**config.mk**
```make
export PLATFORM = sky130hd
export DESIGN_NAME = pipeline_hazard_ctrl
export DESIGN_NICKNAME = d
export VERILOG_FILES = /design/src/rtl/pipeline_hazard_ctrl.sv
export SDC_FILE = /design/constraint.sdc
export NUM_CORES = 1
export LEC_CHECK = 0
export BUFFER_PORTS_ARGS = -buffer_cell sky130_fd_sc_hd__buf_2
export CELL_PAD_IN_SITES_DETAIL_PLACEMENT = 0
export CELL_PAD_IN_SITES_GLOBAL_PLACEMENT = 1
export CORE_ASPECT_RATIO = 1.4
export CORE_MARGIN = 10
export CORE_UTILIZATION = 35
export DETAILED_ROUTE_END_ITERATION = 8
export PLACE_DENSITY = 0.78
export SLEW_MARGIN = 10
export SYNTH_ARGS = -nofsm -noshare
export SYNTH_HDL_FRONTEND = slang
export SYNTH_SLANG_ARGS = --single-unit
```
**constraint.sdc**
```tcl
create_clock -name clk_i -period 5.3 [get_ports clk_i]
set_clock_uncertainty 0.2 [all_clocks]
set_input_delay 1.06 -clock clk_i [delete_from_list [all_inputs] [get_ports clk_i]]
set_output_delay 1.06 -clock clk_i [all_outputs]
set_load 0.02 [all_outputs]
```
**src/rtl/pipeline_hazard_ctrl.sv**
```systemverilog
// pipeline_hazard_ctrl: stall/flush/enable, M->E forwarding and dmem handshake for the F/E/M pipe.
// Define FWD_EN to forward M results into E; otherwise RAW hazards cost a one-cycle stall.
module pipeline_hazard_ctrl #(
    parameter int RW          = 5,
    parameter int TIMEOUT_CYC = 255,
    parameter int CW          = 8
) (
    input  logic          clk_i,
    input  logic          rst_i,
    input  logic [RW-1:0] rs1_e_i,
    input  logic [RW-1:0] rs2_e_i,
    input  logic [1:0]    rs_used_e_i,
    input  logic [RW-1:0] rd_m_i,
    input  logic          reg_wr_m_i,
    input  logic          load_m_i,
    input  logic          store_m_i,
    input  logic          br_taken_e_i,
    input  logic          dmem_ack_i,
    output logic          dmem_req_o,
    output logic          stall_f_o,
    output logic          flush_e_o,
    output logic          en_m_o,
    output logic          flush_m_o,
    output logic [1:0]    fwd_a_o,
    output logic [1:0]    fwd_b_o,
    output logic          dmem_err_o
);
    typedef enum logic {RUN, MEM_WAIT} state_t;
    localparam logic [CW-1:0] TMO = CW'(TIMEOUT_CYC);
    state_t        state;
    logic [CW-1:0] wait_cnt;
    logic          mem_m, in_wait, timeout, mem_stall, raw_stall, hit_a, hit_b;
    logic [1:0]    fwd_a, fwd_b;
    assign mem_m     = load_m_i | store_m_i;
    assign in_wait   = state == MEM_WAIT;
    assign timeout   = in_wait & !dmem_ack_i & (wait_cnt == TMO);
    assign mem_stall = in_wait ? !dmem_ack_i & !timeout : mem_m & !dmem_ack_i;
    assign hit_a     = rs_used_e_i[0] & reg_wr_m_i & (|rd_m_i) & (rd_m_i == rs1_e_i);
    assign hit_b     = rs_used_e_i[1] & reg_wr_m_i & (|rd_m_i) & (rd_m_i == rs2_e_i);
`ifdef FWD_EN
    // Load data only exists in the ack cycle, so a load hit forwards nothing before it.
    assign fwd_a     = !hit_a ? 2'b00 : !load_m_i ? 2'b01 : dmem_ack_i ? 2'b10 : 2'b00;
    assign fwd_b     = !hit_b ? 2'b00 : !load_m_i ? 2'b01 : dmem_ack_i ? 2'b10 : 2'b00;
    assign raw_stall = 1'b0;
`else
    assign fwd_a     = 2'b00;
    assign fwd_b     = 2'b00;
    assign raw_stall = (hit_a | hit_b) & !mem_stall;
`endif
    assign dmem_req_o = !rst_i & (in_wait | mem_m);
    assign stall_f_o  = !rst_i & (mem_stall | raw_stall);
    assign flush_e_o  = !rst_i & br_taken_e_i & !mem_stall & !raw_stall;
    assign en_m_o     = !rst_i & !mem_stall;
    assign flush_m_o  = !rst_i & raw_stall;
    assign fwd_a_o    = rst_i ? 2'b00 : fwd_a;
    assign fwd_b_o    = rst_i ? 2'b00 : fwd_b;
    assign dmem_err_o = !rst_i & timeout;
    always_ff @(posedge clk_i or posedge rst_i) begin
        if (rst_i) begin
            state    <= RUN;
            wait_cnt <= '0;
        end else if (state == RUN) begin
            if (mem_m && !dmem_ack_i) begin
                state    <= MEM_WAIT;
                wait_cnt <= CW'(1);
            end
        end else if (dmem_ack_i || timeout) begin
            state    <= RUN;
            wait_cnt <= '0;
        end else if (wait_cnt != TMO) begin
            wait_cnt <= wait_cnt + CW'(1);
        end
    end
endmodule

```
## Yosys cells after proc, flatten, opt, wreduce, memory -nomap -nowiden

Cells that the tools add are included.

- Flip-flop bits (word level): 9
- Input port bits: 24
- Logic and storage cells: 49

- Add/subtract/negate cells: 1
- Equality and inequality tests: 5
- Multiplexer cells: 8
- Bitwise gates (word level): 23
- Reduce and logical (&&, ||, !) cells: 10

Operators by type and width:

| kind | count |
|---|---|
| $mux W8 | 4 |
| $and A1 B1 Y1 | 19 |
| $eq A5 B5 Y1 | 2 |
| $add A8 B1 Y8 const B | 1 |
| $eq A8 B8 Y1 const B | 1 |
| $ne A8 B8 Y1 const B | 1 |
| $logic_not A1 Y1 | 5 |
| $reduce_or A5 Y1 | 1 |
| $mux W1 | 4 |
| $or A1 B1 Y1 | 4 |
| $ne A3 B1 Y1 const B | 1 |
| $reduce_and A2 Y1 | 1 |
| $reduce_bool A2 Y1 | 1 |
| $logic_and A1 B1 Y1 | 1 |
| $logic_or A1 B1 Y1 | 1 |

## Longest topological paths before layout

Gate-level depths: netlist (run 1).

- Depth after elaboration: 10
- Gate-level depth with buffers: 6
- Mapped depth without buffers: 5

## Worst setup path after synthesis (run 1)

Ideal clock, no wire load.

- Path kind: input port to output port
- From: in rd_m_i[4]
- To: out flush_m_o
- Arrival time: 2.318 ns
- Path slack: 1.722 ns
- Stages: 4
- Path buffers: 0
- Cells stage by stage: xor2_1 > nor4_1 > a32oi_1 > nor4_1

- Longest elaborated chain between the ends: 6

RTL lines:

| what | line | RTL |
|---|---|---|
| start: declaration | 13 | `input logic [RW-1:0] rd_m_i,` |
| $reduce_or A5 Y1 | 38, 39 |  |
| $and A1 B1 Y1 (on tied branches) (2 in series) | 38, 39 |  |
| $or A1 B1 Y1 (*) | 48 | `assign raw_stall = (hit_a \| hit_b) & !mem_stall;` |
| $and A1 B1 Y1 (*) | 48 |  |
| $and A1 B1 Y1 (*) | 54 | `assign flush_m_o = !rst_i & raw_stall;` |
| end: declaration | 23 | `output logic flush_m_o,` |

Mark *: on every way between the ends. The rest lies on a longest branch, timed or not.

## Worst setup path in the final report (run 1)

Ends and elaborated chain as after synthesis.

==> summary by stage, run 1 <==
Route
In the routed layout, each cell is associated on average with a via count of 5.26. The remaining routing DRC violations is 0. The via count of the routed design is 679. The first-pass iteration count of the detailed router is 2. Once detail routing completed, the nets flagged for antenna violations numbered 0. Summed over all layers, the routed wires come to 1.85 mm.

In the final routed layout, each cell accounts on average for between 10 and 15 µm. The first-iteration detailed-routing DRC count is 7.

Clocking
Hold repair after CTS inserted 0 buffers. Counting every sink on the clock net gives 9. In this run the number of H-tree levels came out at 1. The post-cts gate resize count is 0. The clock insertion delay at the later pin of the skew report is 0.27 ns. The tree is rooted in a sky130_fd_sc_hd__clkbuf_4.

Clock-pin slew was measured on the worst setup and hold paths at 0.07 ns. In this run the deepest clock path goes through 2 buffers. The total clock buffers created by CTS is 3.

In this run the post-CTS setup repair buffer count came out at 0. TritonCTS built the clock tree.

Setup path
For the worst setup path, the data required time is 4.04 ns. The worst setup path is of the in -> out kind. Of all nets on the critical path, the largest fanout is 3. STA classifies the critical path endpoint as a primary output. The type of origin of the critical path is an input pin. At the worst endpoint, the arrival time is 2.31 ns.

Power
The switching fraction of total power is 0.334. The combinational group share of total power is 0.263. In this run the power density over the cells is ~210 nW/µm².

The net switching power figure is 0.0648 mW. The total power of the final layout is 0.194 mW. IR analysis of the VDD net gives a maximum drop of 0.113 mV.

The internal power contribution is 0.129 mW. For this design the static power due to leakage is 0.433 nW. The share of total power dissipated in the clock network is 0.289. The share of total power in sequential cells is 0.448.

Floorplanning
The initial utilization of the core area, before any placement, comes to 0.369. The width of the die is 58.8 µm. The die covers between 4000 and 5000 µm². In this run the vertical extent of the chip is 74.3 µm.

Pin placement for this block handled 34 I/O pins. After floorplanning, the core was divided into 19 placement rows. After floorplanning, the core was sized to cover 2000 µm².

Synthesis
Synthesis inferred 9 register bits. In the synthesized netlist the async set-or-reset flop fraction comes to 1.00. The distinct cell type count after synthesis is 36. Among all flip-flop cells after synthesis, the most frequent one is sky130_fd_sc_hd__dfrtp_1. The number of flops mapped to enable cells by yosys is 0. The post-synthesis cell count is between 70 and 80. The cell area that synthesis handed to floorplanning was 737 µm².

The number of warning messages in the yosys log is 0. The synthesized area per cell is 9.57 µm². For this run, the register share of the synthesized area comes to 0.306.

Global routing
For met1 alone, demand over resource in global routing was 0.0787. For this run, the total global-route usage over all layers was measured as 0.0934. The number of antenna violations at the first check in global routing came to 0.

The most congested layer reported by global routing is met2. In the global route stage, met3 resource usage came out at 0.0494. The maximum number of pins on one net before global-route repair is 11. The first-pass GRT wire length is 3.22 mm.

Global routing finished with a remaining overflow of 0. The number of global-route vias before repair was roughly 780. The met2 layer usage reported by global route is 0.169.

STA
The count of endpoints failing hold in the final timing report is 0. The final critical path time including I/O delays and setup is 3.57 ns. Timing would allow up to 280 MHz. The number of endpoints failing setup at the final stage is 0.

The final setup TNS is 0 ns. Setup repair after global routing left no endpoint under its margin. The number of max-slew violations in the final report is 0.

In the post-route analysis, the smallest setup slack over all paths is 1.73 ns. Of the available clock period, the critical path in the final layout requires 0.673.

Placed design
The worst-case setup slack after placement is 1.70 ns. The count of buffers inserted at the top-level ports is 29. The routability congestion estimate is 0.798. The half-perimeter wire length after detailed placement is 1.61 mm. The placed cell area is between 800 and 900 µm².

Layout
The repair_antennas step left the layout with diodes totalling 0. The fraction of final layout cells with drive strength greater than 1 is 0.352. Summing all non-filler instances in the final layout gives an area of roughly 910 µm². The area growth from synthesis to layout is 23.6%. The final layout contains 134 nets.

Run
The reported max-cap violation count is 0.

Outcome
The flow ran to the end, and the final reports show no timing, DRC or antenna violations.

Hold path
The path type of the worst min-delay path is reg -> reg.
worst paths after layout:
kind                             startpoint     endpoint  slack [ns]  cells past startpoint
worst min-delay path            wait_cnt[6]  wait_cnt[6]        0.31                      1
worst max register to register  wait_cnt[0]  wait_cnt[3]        3.50                      5
worst max-delay path              rd_m_i[4]    flush_m_o        1.73                      6
worst min register to register  wait_cnt[6]  wait_cnt[6]        0.31                      1
max in group asynchronous             rst_i  wait_cnt[7]        4.02                      2
min in group asynchronous             rst_i      in_wait        0.61                      2
registers in the layout (all words and copies together) (netlist names):
register	cells
in_wait	1
wait_cnt	8
placed cells by master, fill, tap and decap left out, types with 2 or more instances in the layout:
| cell | n |
|---|---|
| sky130_fd_sc_hd__nand2b_1 | 2 |
| sky130_fd_sc_hd__nor4_1 | 3 |
| sky130_fd_sc_hd__nor2_1 | 4 |
| sky130_fd_sc_hd__a21oi_1 | 3 |
| sky130_fd_sc_hd__and2_1 | 3 |
| sky130_fd_sc_hd__inv_1 | 3 |
| sky130_fd_sc_hd__nand2_1 | 6 |
| sky130_fd_sc_hd__xnor2_1 | 4 |
| sky130_fd_sc_hd__dfrtp_1 | 9 |
| sky130_fd_sc_hd__clkbuf_4 | 3 |
| sky130_fd_sc_hd__conb_1 | 4 |
| sky130_fd_sc_hd__a22o_1 | 2 |
| sky130_fd_sc_hd__a31oi_1 | 2 |
| sky130_fd_sc_hd__buf_2 | 29 |
| sky130_fd_sc_hd__xor2_1 | 9 |
final cells by class:
cell class	count	area (µm²)
multi-input cells	63	477
repair buffers	29	145
inverters	3	11.3
well taps	21	26.3
flip-flops and latches	9	225
fillers	218	1090
clock buffers	4	26.3
Yosys cell counts, types with 2 or more instances:
library cell | n | area share
sky130_fd_sc_hd__a21oi_1 | 3 | 0.020
sky130_fd_sc_hd__a22o_1 | 2 | 0.024
sky130_fd_sc_hd__a31oi_1 | 2 | 0.017
sky130_fd_sc_hd__and2_1 | 3 | 0.025
sky130_fd_sc_hd__buf_4 | 4 | 0.041
sky130_fd_sc_hd__dfrtp_1 | 9 | 0.31
sky130_fd_sc_hd__inv_1 | 3 | 0.015
sky130_fd_sc_hd__nand2_1 | 6 | 0.031
sky130_fd_sc_hd__nand2b_1 | 2 | 0.017
sky130_fd_sc_hd__nor2_1 | 4 | 0.020
sky130_fd_sc_hd__nor4_1 | 3 | 0.025
sky130_fd_sc_hd__xnor2_1 | 4 | 0.048
sky130_fd_sc_hd__xor2_1 | 9 | 0.11
power groups by stage:
stage | clock network [mW] | logic (mW) | registers (mW)
final | 0.0560 | 0.0510 | 0.0870
after global routing | 0.0620 | 0.0578 | 0.0892
after CTS | 0.0566 | 0.0514 | 0.0869
after detailed placement | 0 | 0.0513 | 0.0881
after global placement | 0 | 0.0505 | 0.0879
after floorplan | 0 | 0.0352 | 0.0857
per-layer routing:
layer  vias to the layer above  wire, µm
met2                        25       962
met3                         5       187
met5                         -         0
met1                       311       655
li1                        338         -
met4                         0        42
metrics by stage:
step / hold WS (ns) / instances / utilization
after floorplan: 0.266 / 80 / -
after global placement: 0.297 / 125 / 0.443
after detailed placement: 0.302 / 125 / 0.443
after CTS: 0.313 / 129 / 0.456
after global routing: 0.343 / 129 / 0.456
final: 0.306 / 129 / 0.456
worst max-delay path: stages:
cell,delay [ns]
sky130_fd_sc_hd__buf_2,0.13
sky130_fd_sc_hd__xor2_1,0.16
sky130_fd_sc_hd__nor4_1,0.30
sky130_fd_sc_hd__a32oi_1,0.19
sky130_fd_sc_hd__nor4_1,0.26
sky130_fd_sc_hd__buf_2,0.21
cell families (layout without fill, tap and decap cells):
logic type,after synthesis,in the layout,share of synthesized area
XOR/XNOR,13,13,0.155
flip-flops,9,9,0.306
AND/OR/NAND/NOR,25,25,0.188
AO/OA/AOI/OAI,20,20,0.267
buffers and inverters,8,36,0.0628
adder cells (fa/ha/maj),1,1,0.0170
other,1,4,0.00509
No activity file was read; power rests on OpenSTA's default activity.
==> run 2: changes to the inputs <==
- ABC_AREA: unset -> 1
- CORE_UTILIZATION: 35 -> 31
- PLACE_DENSITY: 0.78 -> 0.74
- clock period: 5.3 -> 3.46 ns (I/O delays scaled with it)
==> run 2 against run 1 <==
  * Worst hold slack got worse by 0.057 ns
  * Critical endpoint is now flush_e_o
  * Sequential power grew 32%
  * Register-to-register slack lost 1.6 ns
  * Final area is 12% higher
  * Global-route usage down 0.28 points
  * Synthesized area grew 12%
  * Combinational power increased by 38%
==> summary by stage, run 2 <==
Floorplanning
The count of standard-cell rows is 22 (+3). The number of top-level pins is 34 (unchanged). The effective utilization at floorplan is 0.319 (-0.0504).

The die boundary height is 81.0 µm (+9.1%). The die area was 5150 µm² (+18%). The width of the die is 63.6 µm (+8.2%). The core region area came to 2590 µm² (+30%).

Synthesis
The sequential share of the synthesized area is 0.273 (-0.0325). The number of warning messages in the yosys log is 0 (unchanged). Sorting the synthesized cells by area gives the leading types as sky130_fd_sc_hd__dfrtp_1, sky130_fd_sc_hd__nand2_1, sky130_fd_sc_hd__inv_1. The post-synthesis register bit count is 9 (unchanged). The biggest area contributor in the post-synthesis netlist is sky130_fd_sc_hd__dfrtp_1. The area fraction of the dominant cell type after synthesis was 0.273 (-0.0325). The synthesized area per cell was 6.20 µm² (-35%). The cell area after technology mapping is 825 µm² (+12%). The distinct cell type count after synthesis is 23 (-36%).

Counting instances in the post-synthesis netlist gives the leading cell types as sky130_fd_sc_hd__nand2_1, sky130_fd_sc_hd__inv_1, sky130_fd_sc_hd__nor2_1. The number of flops mapped to enable cells by yosys came to 0 (unchanged). The most instantiated library cell after synthesis is sky130_fd_sc_hd__nand2_1. The share of async-settable or async-resettable flops after synthesis is 1.00 (unchanged).

The post-synthesis cell count is 133 (+73%). The primary flip-flop cell chosen by synthesis mapping is sky130_fd_sc_hd__dfrtp_1.

Power
The power per cell area is 258 nW/µm² (+21%). The worst-case vdd ir drop is 0.0941 mV (-17%). The leakage dissipation is 0.635 nW (+46%).

Route
The total wirelength of the detailed-routed design came to 2.17 mm (+17%). The remaining routing DRC violations is 0 (unchanged). The via count of the routed design was 863 (+27%). The number of routed nets with antenna violations is 0 (unchanged).

The average vias per placed instance is 4.29 (-18%). The average wire per standard cell is 10.8 µm (-25%). The first-pass iteration count of the detailed router is 4 (+2).

The first-iteration detailed-routing DRC count is 16 (+9).

STA
The setup slack of the critical path after layout came to 0.824 ns (-0.906 ns). Dividing the final minimum period by the clock period gives 0.762. Setup repair after global routing left no endpoint under its margin. The count of endpoints failing hold in the final timing report is 0 (unchanged). The maximum clock rate is 379 MHz. The worst hold slack is 0.250 ns (-0.0569 ns). The number of max-slew violations in the final report is 0 (unchanged).

The final setup TNS is 0 ns (unchanged). The number of endpoints failing setup at the final stage was 0 (unchanged). The clock period could shrink to 2.64 ns.

Layout
The top cell types in the final layout, fill and taps aside, are sky130_fd_sc_hd__nand2_1, sky130_fd_sc_hd__buf_2, sky130_fd_sc_hd__inv_1, sky130_fd_sc_hd__nor2_1. The number of antenna cells inserted is 0 (unchanged). The register with the most flip-flops is wait_cnt. The net count reported at finish is 191 (+43%). The number of flip-flops under the largest register name is 8 (unchanged). Leaving out fill and tap cells, the most frequent cell in the layout is sky130_fd_sc_hd__nand2_1. The growth of design area from synthesis to finish is 24.0%. The fraction of final layout cells with drive strength greater than 1 is 0.255 (-0.0973).

Setup path
The largest driver fanout on the critical path is 4 (+1). The startpoint-to-endpoint class of the critical path is reg -> out. The startpoint identified for the worst register-to-register timing path is wait_cnt[0]. The critical path data required time is 2.57 ns (-1.47 ns). The worst setup path is launched from a register. The kind of end point of the critical path is a primary output. In this run the critical register-to-register path is captured at wait_cnt[5]. The worst path arrival time is 1.74 ns (-0.57 ns).

The depth of the worst register-to-register path is 8 (+3). The setup slack of the worst register-to-register path is 1.86 ns (-1.64 ns).

Hold path
The tightest min-delay check is of the in -> async type.

Global routing
The number of global-route vias before repair is 911 (+16%). The first-pass GRT wire length was 3.81 mm (+18%). The number of antenna violations at the first check in global routing is 0 (unchanged). The maximum number of pins on one net before global-route repair is 11 (unchanged). The global route total overflow came to 0 (unchanged). The combined global-route utilization of all metal layers came to 0.0907 (-0.00277).

Clocking
The clock transition at the register clock pins on the worst setup and hold paths after CTS was 0.06 ns (about the same). The clock insertion delay at the later pin of the skew report was 0.25 ns (-0.02 ns). The maximum count of clock buffers along a single path is 2 (unchanged). The tree is rooted in a sky130_fd_sc_hd__clkbuf_4. The number of setup buffers added after CTS is 0 (unchanged). The post-cts gate resize count is 0 (unchanged). The number of clock sinks is 9 (unchanged).

The CTS tree is done. The total clock buffers created by CTS is 3 (unchanged). The H-tree depth is 1 (unchanged).

The number of hold buffers added after cts is 0 (unchanged).

Placed design
The worst-case setup slack after placement came to 0.929 ns (-0.771 ns). The half-perimeter wire length after detailed placement is 1.93 mm (+19%). The routability congestion estimate is 0.755 (-5.3%). The count of buffers inserted at the top-level ports is 29 (unchanged).

Outcome
The run finished with clean final reports.

Run
The reported max-cap violation count is 0 (unchanged).
run 2: changes by cell type after synthesis, moves of 4 or more:
cell                      before  now
sky130_fd_sc_hd__xor2_1        9    4
sky130_fd_sc_hd__nor2_1        4   14
sky130_fd_sc_hd__inv_1         3   27
sky130_fd_sc_hd__nand2_1       6   40
sky130_fd_sc_hd__o21ai_0       1    5
sky130_fd_sc_hd__nand3_1       1    9
run 2: cell type report:
class                      count  area (µm²)
inverter                      28         105
tap                           36        45.0
fill                         320        1570
sequential                     9         225
multi-input combinational     95         475
clock buffer                   4        26.3
timing repair buffer          29         145
run 2: metrics by stage:
stage          power (mW)  instance area (µm²)   util  instances
6_report            0.264                 1020  0.395        201
5_1_grt             0.289                 1020  0.395        201
2_1_floorplan       0.163                  836      -        136
3_5_place_dp        0.189                  996  0.385        197
4_1_cts             0.267                 1020  0.395        201
3_3_place_gp        0.187                  996  0.385        197
run 2: power by group:
| group | switching (mW) | total (mW) | internal, mW |
|---|---|---|---|
| clock network | 0.0336 | 0.0778 | 0.0442 |
| logic | 0.0438 | 0.0704 | 0.0266 |
| registers | 0.00558 | 0.115 | 0.110 |
run 2: logic make-up after synthesis:
group | after synthesis | share of synthesized area
compound gates | 10 | 0.0789
fa+ha+maj | 1 | 0.0152
xor+xnor | 5 | 0.0531
buf+inv | 32 | 0.164
simple gates | 75 | 0.411
other cells | 1 | 0.00455
flops | 9 | 0.273
run 2: how the worst max path moves through the flow:
stage,start,to,cells after the start
floorplan,rd_m_i[0],stall_f_o,8
global placement,rd_m_i[2],flush_e_o,7
detailed placement,rd_m_i[2],flush_e_o,7
CTS,wait_cnt[0],flush_e_o,8
global route,wait_cnt[0],flush_e_o,8
finish,wait_cnt[0],flush_e_o,8
run 2: layer usage:
metal  GRT usage  vias up  part of all wire
met5           0        -                 0
met4      0.0395        0             0.017
met3      0.0344        5             0.080
met2       0.155       28              0.48
met1      0.0982      367              0.42
li1            -      463                 -
run 2: critical path, cell delays in order, from the launching register on:
cell,delay (ns)
sky130_fd_sc_hd__dfrtp_1,0.38
sky130_fd_sc_hd__ha_1,0.22
sky130_fd_sc_hd__nand3_2,0.13
sky130_fd_sc_hd__nor2_4,0.14
sky130_fd_sc_hd__a31oi_2,0.13
sky130_fd_sc_hd__nand2_2,0.12
sky130_fd_sc_hd__nand2_2,0.07
sky130_fd_sc_hd__nor2_1,0.12
sky130_fd_sc_hd__buf_2,0.17
==> run 3: changes to the inputs <==
- clock period: 3.46 -> 2.45 ns (I/O delays scaled with it)
==> run 3 against run 2 <==
  * Sequential share of layout area is 1.3 points lower
  * Wire length rose by 8.2%
  * Sequential power up 44%
  * Global-route usage shrank 0.085 points
  * Register-to-register slack got worse by 1.1 ns
  * Count of clock-buffer cells in the layout unchanged
  * Non-clock buffer count is 4 higher
  * Total power increased by 48%
  * Clock power grew 48%
  * Highest routed layer unchanged
  * Worst hold slack lost 0.18 ns
  * Die area unchanged
  * Sequential cell count is the same
==> summary by stage, run 3 (synthesis results as in run 2) <==
Outcome
The run finished with clean final reports.

Setup path
The setup slack of the worst register-to-register path is 0.76 ns (-1.10 ns). The depth of the worst register-to-register path came to 9 (+1). The largest incremental delay on the critical path came to 0.42 ns (+0.04 ns). The startpoint-to-endpoint class of the critical path is reg -> out. The cell that appears most often on the critical path is sky130_fd_sc_hd__nand2_2. The worst-path cell with the longest stage delay is sky130_fd_sc_hd__dfrtp_1. The largest driver fanout on the critical path was 3 (-1). The critical path data required time is 1.76 ns (-0.81 ns). In this run the critical register-to-register path is launched from wait_cnt[1].

STA classifies the critical path startpoint as a register. The worst path arrival time is 1.66 ns (-0.08 ns). The kind of end point of the critical path is a primary output. The worst register-to-register path ends at wait_cnt[5]. The signal on the critical path passes through ha_4 -> nand3_4 -> nor2_4 -> a31oi_4 -> nand2_2 -> nand2_2 -> nor2_1 -> buf_4.

STA
The number of max-slew violations in the final report is 0 (unchanged). The final setup TNS is 0 ns (unchanged). In the finished design, the share of the clock period the worst path needs comes to 0.957. The clock period could shrink to 2.35 ns. The number of endpoints failing setup at the final stage is 0 (unchanged). The maximum clock rate is between 400 and 500 MHz.

The count of endpoints failing hold in the final timing report came to 0 (unchanged). Setup repair after global routing left no endpoint under its margin.

Clocking
The H-tree depth is 1 (unchanged). The total clock buffers created by CTS came to 3 (unchanged). The number of hold buffers added after cts is 0 (unchanged). The master cell of the clock root buffer is sky130_fd_sc_hd__clkbuf_4. The number of clock sinks was 9 (unchanged). TritonCTS built the clock tree.

The clock insertion delay at the later pin of the skew report is 0.26 ns (about the same). The maximum count of clock buffers along a single path is 2 (unchanged). The clock transition at the register clock pins on the worst setup and hold paths after CTS came to 0.06 ns (about the same).

Route
The remaining routing DRC violations is 0 (unchanged). The average vias per placed instance is 4.32 (+0.66%). The via count of the routed design is 886 (+2.7%). The average wire per standard cell is 11.4 µm (+6.1%). The first-iteration detailed-routing DRC count is 19 (+3). The total wirelength of the detailed-routed design is 2.34 mm (+8.2%). The first-pass iteration count of the detailed router is 4 (unchanged).

The number of routed nets with antenna violations is 0 (unchanged).

Power
The leakage dissipation is 0.655 nW (+3.2%). The worst-case vdd ir drop is 0.120 mV (+27%). The power per cell area is 359 nW/µm² (+39%).

Placed design
The half-perimeter wire length after detailed placement was 1.95 mm (+1.1%). The cell count after placement came to 198 (+0.51%). The routability congestion estimate came to 0.746 (-1.3%).

The placed cell area is 1000 µm² (+0.75%). The count of buffers inserted at the top-level ports is 29 (unchanged).

Layout
The net count reported at finish came to 195 (+2.1%). The fraction of final layout cells with drive strength greater than 1 came to 0.278 (+0.0236). The number of flip-flops under the largest register name is 8 (unchanged). The final instance area came to 1090 µm² (+6.2%).

The number of antenna cells inserted is 0 (unchanged). The number of fillers in the final layout is 293 (-8.4%). The post-route non-filler standard cell count was 205 (+2.0%).

wait_cnt holds more flip-flops than any other register. Relative to the synthesized area, the layout overhead comes to 31.7%. The most common cell after layout, fill and taps aside is sky130_fd_sc_hd__nand2_1. The library cells used most frequently in the layout, excluding fill and tap cells, are sky130_fd_sc_hd__nand2_1, sky130_fd_sc_hd__inv_1, sky130_fd_sc_hd__buf_2, sky130_fd_sc_hd__nor2_1.

Global routing
The number of antenna violations at the first check in global routing is 0 (unchanged). The number of global-route vias before repair is 870 (-4.5%). The combined global-route utilization of all metal layers is 0.0898 (-0.000847).

The global route total overflow came to 0 (unchanged). The maximum number of pins on one net before global-route repair is 10 (-1). The first-pass GRT wire length came to 3.64 mm (-4.3%).

Floorplanning
The count of standard-cell rows is 22 (unchanged). The die boundary height is 81.0 µm (unchanged). The number of top-level pins is 34 (unchanged). The width of the die is 63.6 µm (unchanged). The die area is 5150 µm² (unchanged). The effective utilization at floorplan was 0.319 (unchanged).

The core region area is 2590 µm² (unchanged).

Hold path
The min-delay analysis places its worst path in the category in -> async.

Run
The reported max-cap violation count is 0 (unchanged).
[run 3: layout make-up]
type	instances	area, µm²	area share
multi-input combinational	95	504	0.464
sequential	9	225	0.207
timing repair buffer	33	180	0.166
inverter	28	105	0.0968
tap	36	45.0	0.0415
clock buffer	4	26.3	0.0242
[run 3: how the worst max path moves through the flow]
stage,startpoint,endpoint,cells after the start
CTS,wait_cnt[0],stall_f_o,7
finish,wait_cnt[1],flush_e_o,8
floorplan,wait_cnt[0],stall_f_o,6
global route,wait_cnt[1],flush_e_o,8
detailed placement,rd_m_i[3],stall_f_o,10
global placement,rd_m_i[2],flush_e_o,7
[run 3: what timing repair did]
item,4_1_cts,5_1_grt
resized for setup,0,6
setup buffers,0,3
endpoints found under the hold margin,0,0
endpoints found under the setup margin,0,4
[run 3: metrics by stage]
step | setup slack (ns) | util | power [mW] | hold WS (ns)
floorplan | 0.359 | - | 0.230 | 0.134
global placement | 0.314 | 0.388 | 0.266 | 0.300
detailed placement | 0.307 | 0.388 | 0.267 | 0.316
CTS | 0.0248 | 0.398 | 0.386 | 0.0730
global route | 0.0151 | 0.420 | 0.417 | 0.115
finish | 0.105 | 0.420 | 0.390 | 0.0731
[run 3: worst max-delay path, delay by kind of cell (launching register included)]
family                     cells  cell delay, ns
and+or+nand+nor                5            0.54
buffers and inverters          1            0.15
DFF                            1            0.42
adders and majority gates      1            0.17
AOI/OAI and AO/OA              1            0.11
[run 3: per-layer routing]
layer / wire, µm / global-route usage / vias up
li1: - / - / 469
met1: 875 / 0.0784 / 384
met2: 1210 / 0.161 / 29
met3: 223 / 0.0482 / 4
met4: 30 / 0.0526 / 0
met5: 0 / 0 / -
[run 3: power by group]
group | total (mW) | leakage [nW] | internal, mW | switching, mW
Combinational | 0.109 | 0.519 | 0.0456 | 0.0638
Sequential | 0.166 | 0.121 | 0.155 | 0.0108
Clock | 0.115 | 0.0150 | 0.0628 | 0.0522
